===== src/rtl/rll_key_unlock_pipe.sv =====
// -----------------------------------------------------------------------------
// rll_key_unlock_pipe
//
// Sequential random-logic-locking key unlock block. A key is shifted in
// serially (LSB first, followed by one even-parity bit), checked, and committed
// to an internal key register. The committed key drives XOR/XNOR key gates on
// the first stage of a free-running data pipeline.
//
// Ports
//   clk            : rising-edge clock
//   rst            : asynchronous active-high reset
//   key_start      : begin / restart a serial key load
//   key_valid      : key_sin carries a bit this cycle
//   key_sin        : serial key bit (KEY_W data bits LSB first, then parity)
//   key_done       : one-cycle pulse while a good load is being committed
//   key_err        : one-cycle pulse when a load fails its parity check
//   locked         : high until the first successful commit after reset
//   data_in        : data to pass through the key gates
//   data_in_valid  : data_in qualifier
//   data_out       : keyed data, PIPE cycles after capture
//   data_out_valid : data_out qualifier
//
// Parameter constraints: 1 <= KEY_W <= DATA_W, PIPE >= 1.
// -----------------------------------------------------------------------------
module rll_key_unlock_pipe #(
  parameter int              DATA_W  = 16,
  parameter int              KEY_W   = 8,
  parameter logic [KEY_W-1:0] KEY_POL = 8'hA5,
  parameter int              PIPE    = 2
) (
  input  logic              clk,
  input  logic              rst,
  input  logic              key_start,
  input  logic              key_valid,
  input  logic              key_sin,
  output logic              key_done,
  output logic              key_err,
  output logic              locked,
  input  logic [DATA_W-1:0] data_in,
  input  logic              data_in_valid,
  output logic [DATA_W-1:0] data_out,
  output logic              data_out_valid
);

  localparam int CNT_W = $clog2(KEY_W + 1);

  localparam logic [1:0] ST_IDLE  = 2'd0;
  localparam logic [1:0] ST_SHIFT = 2'd1;
  localparam logic [1:0] ST_CHECK = 2'd2;

  // ---------------------------------------------------------------------------
  // Key load control state
  // ---------------------------------------------------------------------------
  logic [1:0]       state_q,  state_d;
  logic [CNT_W-1:0] cnt_q,    cnt_d;
  logic [KEY_W-1:0] shadow_q, shadow_d;
  logic [KEY_W-1:0] key_q,    key_d;
  logic             key_done_q, key_done_d;
  logic             key_err_q,  key_err_d;
  logic             locked_q,   locked_d;

  // Parity verdict is taken on the parity-bit edge and registered into
  // key_done_q / key_err_q, so both pulses come straight from flops during
  // CHECK. CHECK then commits based on key_done_q alone.
  always_comb begin
    state_d    = state_q;
    cnt_d      = cnt_q;
    shadow_d   = shadow_q;
    key_d      = key_q;
    locked_d   = locked_q;
    key_done_d = 1'b0;
    key_err_d  = 1'b0;

    case (state_q)
      ST_IDLE: begin
        if (key_start) begin
          state_d  = ST_SHIFT;
          cnt_d    = '0;
          shadow_d = '0;
        end
      end

      ST_SHIFT: begin
        if (key_start) begin
          // Restart: drop the partial key; a simultaneous key_valid is ignored.
          cnt_d    = '0;
          shadow_d = '0;
        end else if (key_valid) begin
          if (cnt_q == CNT_W'(KEY_W)) begin
            state_d    = ST_CHECK;
            key_done_d = ((^shadow_q) == key_sin);
            key_err_d  = ((^shadow_q) != key_sin);
          end else begin
            for (int i = 0; i < KEY_W; i++) begin
              if (cnt_q == CNT_W'(i)) begin
                shadow_d[i] = key_sin;
              end
            end
            cnt_d = cnt_q + CNT_W'(1);
          end
        end
      end

      ST_CHECK: begin
        // key_start is deliberately not looked at here.
        if (key_done_q) begin
          key_d    = shadow_q;
          locked_d = 1'b0;
        end
        state_d = ST_IDLE;
        cnt_d   = '0;
      end

      default: begin
        state_d = ST_IDLE;
        cnt_d   = '0;
      end
    endcase
  end

  always_ff @(posedge clk or posedge rst) begin
    if (rst) begin
      state_q    <= ST_IDLE;
      cnt_q      <= '0;
      shadow_q   <= '0;
      key_q      <= '0;
      key_done_q <= 1'b0;
      key_err_q  <= 1'b0;
      locked_q   <= 1'b1;
    end else begin
      state_q    <= state_d;
      cnt_q      <= cnt_d;
      shadow_q   <= shadow_d;
      key_q      <= key_d;
      key_done_q <= key_done_d;
      key_err_q  <= key_err_d;
      locked_q   <= locked_d;
    end
  end

  assign key_done = key_done_q;
  assign key_err  = key_err_q;
  assign locked   = locked_q;

  // ---------------------------------------------------------------------------
  // Stage 1: key gates
  // ---------------------------------------------------------------------------
  // Each gate flips its data bit when the key bit differs from the gate's
  // polarity, so the path is transparent exactly when key == KEY_POL.
  // key_d is used so that data captured on the commit edge already sees the
  // new key, while data already past stage 1 keeps the old one.
  logic [DATA_W-1:0] gate_mask;

  always_comb begin
    gate_mask              = '0;
    gate_mask[KEY_W-1:0]   = key_d ^ KEY_POL;
  end

  // ---------------------------------------------------------------------------
  // Stages 2..PIPE: plain delay registers, holding data while invalid
  // ---------------------------------------------------------------------------
  logic [DATA_W-1:0] pipe_data_q [PIPE];
  logic [DATA_W-1:0] pipe_data_d [PIPE];
  logic [PIPE-1:0]   pipe_vld_q;
  logic [PIPE-1:0]   pipe_vld_d;

  always_comb begin
    pipe_vld_d[0]  = data_in_valid;
    pipe_data_d[0] = data_in_valid ? (data_in ^ gate_mask) : pipe_data_q[0];
    for (int k = 1; k < PIPE; k++) begin
      pipe_vld_d[k]  = pipe_vld_q[k-1];
      pipe_data_d[k] = pipe_vld_q[k-1] ? pipe_data_q[k-1] : pipe_data_q[k];
    end
  end

  always_ff @(posedge clk or posedge rst) begin
    if (rst) begin
      pipe_vld_q <= '0;
      for (int k = 0; k < PIPE; k++) begin
        pipe_data_q[k] <= '0;
      end
    end else begin
      pipe_vld_q <= pipe_vld_d;
      for (int k = 0; k < PIPE; k++) begin
        pipe_data_q[k] <= pipe_data_d[k];
      end
    end
  end

  assign data_out       = pipe_data_q[PIPE-1];
  assign data_out_valid = pipe_vld_q[PIPE-1];

endmodule


===== config.mk =====
export PLATFORM = sky130hd
export DESIGN_NAME = rll_key_unlock_pipe
export DESIGN_NICKNAME = d
export VERILOG_FILES = /design/src/rtl/rll_key_unlock_pipe.sv
export SDC_FILE = /design/constraint.sdc
export NUM_CORES = 1
export LEC_CHECK = 0
export ABC_CLOCK_PERIOD_IN_PS = 3520
export BUFFER_PORTS_ARGS = -buffer_cell sky130_fd_sc_hd__buf_2
export CAP_MARGIN = 40
export CORE_MARGIN = 3
export CORE_UTILIZATION = 55
export CTS_CLUSTER_SIZE = 10
export DETAILED_ROUTE_END_ITERATION = 6
export PLACE_DENSITY = 0.78
export RECOVER_POWER = 100
export SYNTH_ARGS = -nofsm -noshare
export SYNTH_HDL_FRONTEND = slang
export SYNTH_SLANG_ARGS = --single-unit
export TNS_END_PERCENT = 10

===== constraint.sdc =====
create_clock -name clk -period 3.52 [get_ports clk]
set_input_delay 0.352 -clock clk [delete_from_list [all_inputs] [get_ports clk]]
set_output_delay 0.352 -clock clk [all_outputs]
set_load 0.01 [all_outputs]

==> summary.md <==
| Metric | Value |
|---|---|
| FF-to-FF path depth | 4 |
| Clk root buf | clkbuf_8 |
| Highest clock rate | between 400 and 500 MHz |
| Share of layout cells above drive strength 1 | between 20% and 30% |
| P_leak | between 1 and 1.5 nW |
| Min Hold Slack | 0.2571 ns |
| Setup Buffers After CTS | 0 |
| Synthesized cell area | 0.002644 mm² |
| TritonRoute pass-1 iters | 4 |
| Ant diodes | 0 |
| Worst-path maximum fanout | 17 |
| Iteration-0 DRC count of the detailed router | 58 |
| First-pass GRT wire length | 7383 µm |
| Logic pwr share | between 10% and 20% |
| CTS tree | done |
| Port Buffers | 41 |
| Outcome | finished, final reports clean |
| Initial antenna violation count | 0 |
| Row cnt | 24 |
| H-Tree Depth | 3 |
| DIE WIDTH | about 75 µm |
| Commonest non-fill, non-tap cell in the layout | dfrtp_1 |
| Cts hold-fix bufs | 1 |
| Clock Sinks | 59 |
| Vias in the first global route | approximately 1600 |
| Least-Margin Pin Slew | 1.054 ns |
| Clk pin slew, worst setup/hold paths | around 0.06 ns |
| Sequential share of power | roughly 53% |
| Endpoint with the worst hold slack | pipe_data_q[26] |
| Layout area overhead | 9.939% |
| Min-delay src | data_in[10] |
| Dpl hpwl | approximately 3200 µm |
| Met2 usage | around 28% |
| Clk_lat worst skew | between 0.3 and 0.4 ns |
| Pin count of the biggest net entering global routing | 32 |
| Die area | roughly 0.0057 mm² |
| Met3 Resource Use GR | between 4 and 5% |
| Met1 usage | 22.74% |
| Internal power | between 1 and 1.5 mW |
| Reg2Reg Setup Slack | about 1.4 ns |
| Clock Skews | between 0.005 and 0.006 ns |
| Final period utilization | between 60% and 70% |
| Setup ws final | ~1.4 ns |
| Wire per inst | approximately 15 µm |
| ANT nets after route | 0 |
| Setup crit start kind | register |
| Syn Area/Cell | between 10 and 15 µm² |
| Tmin final | approximately 2.1 ns |
| Hold Violations, Final | 0 |
| Clk pwr share | a little over a third |
| Multi-input logic area | a little under 0.001 mm² |
| Mapped Cells | 201 |
| Gp weighted congestion | between 0.8 and 0.9 |
| Slew Limit Fails | 0 |
| Grt ovf | 0 |
| Number of synthesis warnings | 0 |
| Psw | about 0.36 mW |
| Post-synthesis sequential element count | 59 |
| DRC | 0 |
| Netlist cell types | 27 |
| Worst hold stages | 2 |
| Total negative setup slack | 0 ns |
| Total core area | ~0.0045 mm² |
| Initial Util | a little under 60% |
| Vias/cell | 5.390 |
| Seq/Total Area, Yosys | between 50% and 60% |
| Max-cap viol count | 0 |
| Synthesized net count | between 200 and 250 |
| HP Class | in2reg |
| Layer with the highest usage | met2 |
| Die Y | around 75 µm |
| Crit. End Element | register |
| Critical path required time | between 3 and 4 ns |
| Vias post-DR | about 1600 |
| Overall routed net length | 4452 µm |
| CP arrival | approximately 2.3 ns |
| Worst reg2reg path endpoint | pipe_data_q[22] |
| RSZ-0062 raised after global routing | no |
| CTS max path bufs | 2 |
| Final Setup Violations | 0 |
| Fillers | about 370 |
| Switching Fraction | 24.99% |
| Ports | 42 |
| Max_slew headroom | 29.71% |
| Register area | roughly 0.0015 mm² |
| RR Startpoint | state_q[1] |
| Num CTS Buffers | 9 |
| VDD IR max | between 0.2 and 0.25 mV |
| Dpl ws | around 1.7 ns |
| Setup Crit Path Kind | reg2reg |
| Most frequent cells in the layout | dfrtp_1 (58), mux2_2 (28), clkbuf_1 (26), buf_2 (20), a21oi_1 (16) |
| Cts repair resizes | 0 |
| PwrDens | between 400 and 500 mW/mm² |
| GRT Total Usage | 17.85% |
| NumNets Final | 259 |
-- critical path, cell delays in order (launching register included) --
cell	delay, ns
dfrtp_1	0.62
nand3b_1	0.45
mux2_1	0.49
xor2_1	0.17
mux2_2	0.28
-- cell type report --
| cell class | count | area share (%) |
|---|---|---|
| Multi-Input combinational cell | 116 | 33.53 |
| Sequential cell | 59 | 50.84 |
| Clock inverter | 2 | 0.4305 |
| Clock buffer | 14 | 5.252 |
| Timing Repair Buffer | 44 | 7.318 |
| Tap cell | 52 | 2.238 |
| Inverter | 3 | 0.3874 |
-- cell families after synthesis --
| kind of cell | share of synthesized area (%) |
|---|---|
| AO/OA/AOI/OAI | 5.679 |
| XOR/XNOR | 6.484 |
| adder cells (fa/ha/maj) | 1.893 |
| buffers and inverters | 6.199 |
| flip-flops | 55.89 |
| multiplexers | 15.90 |
| AND/OR/NAND/NOR | 7.951 |
-- power groups by stage --
stage	clock network (mW)	registers (mW)	logic [mW]
floorplan	0	0.761	0.153
global placement	0	0.770	0.166
detailed placement	0	0.772	0.174
CTS	0.537	0.760	0.176
global route	0.563	0.767	0.184
finish	0.521	0.760	0.164
-- worst max path at each step --
stage	cells past startpoint	startpoint	end
floorplan	1	rst	cnt_q[0]
global route	4	state_q[1]	pipe_data_q[22]
finish	4	state_q[1]	pipe_data_q[22]
detailed placement	6	cnt_q[0]	shadow_q[6]
global placement	6	cnt_q[0]	shadow_q[1]
CTS	6	cnt_q[0]	shadow_q[6]
-- metal layers --
| metal | vias up | routed length, µm |
|---|---|---|
| li1 | 749 | - |
| met1 | 766 | 1934 |
| met2 | 37 | 2201 |
| met3 | 11 | 207 |
| met4 | 0 | 109 |
| met5 | - | 0 |
-- metrics by stage --
step / area [µm²] / total power [mW] / utilization, % / instances
2_1_floorplan: 2644 / 0.9139 / - / 201
4_1_cts: 2964 / 1.473 / 65.81 / 290
3_5_place_dp: 2789 / 0.9463 / 61.92 / 273
5_1_grt: 2907 / 1.514 / 64.53 / 290
6_report: 2907 / 1.446 / 64.53 / 290
3_3_place_gp: 2769 / 0.9359 / 61.47 / 272
-- state kept, by name, summed over array words and instances, names as in the netlist --
| name | flops |
|---|---|
| shadow_q | 8 |
| key_q | 8 |
| cnt_q | 4 |
| state_q | 2 |
| key_done | 1 |
| key_err | 1 |
| pipe_vld_q | 2 |
| locked | 1 |
| data_out | 16 |
| pipe_data_q | 16 |
-- synth_stat cells (all sizes together) --
cell    count  share of area [%]
nand4b      1               0.33
nor3        5               0.95
xnor3       1               0.85
ha          4                1.9
nand2b      1               0.24
or3         8                1.9
clkbuf      4               0.57
nand3       1               0.19
xor2       12                4.0
and2        4               0.95
inv         3               0.43
nor2b       1               0.24
nor4        1               0.24
and4        2               0.66
nand4       1               0.24
a22o        8                2.7
mux2       36                 16
dfstp       1               0.99
nand3b      2                1.0
a21oi      16                3.0
nor2        7               0.99
xnor2       5                1.7
buf        19                5.2
dfrtp      58                 55
Power figures use the tool's default switching activity.
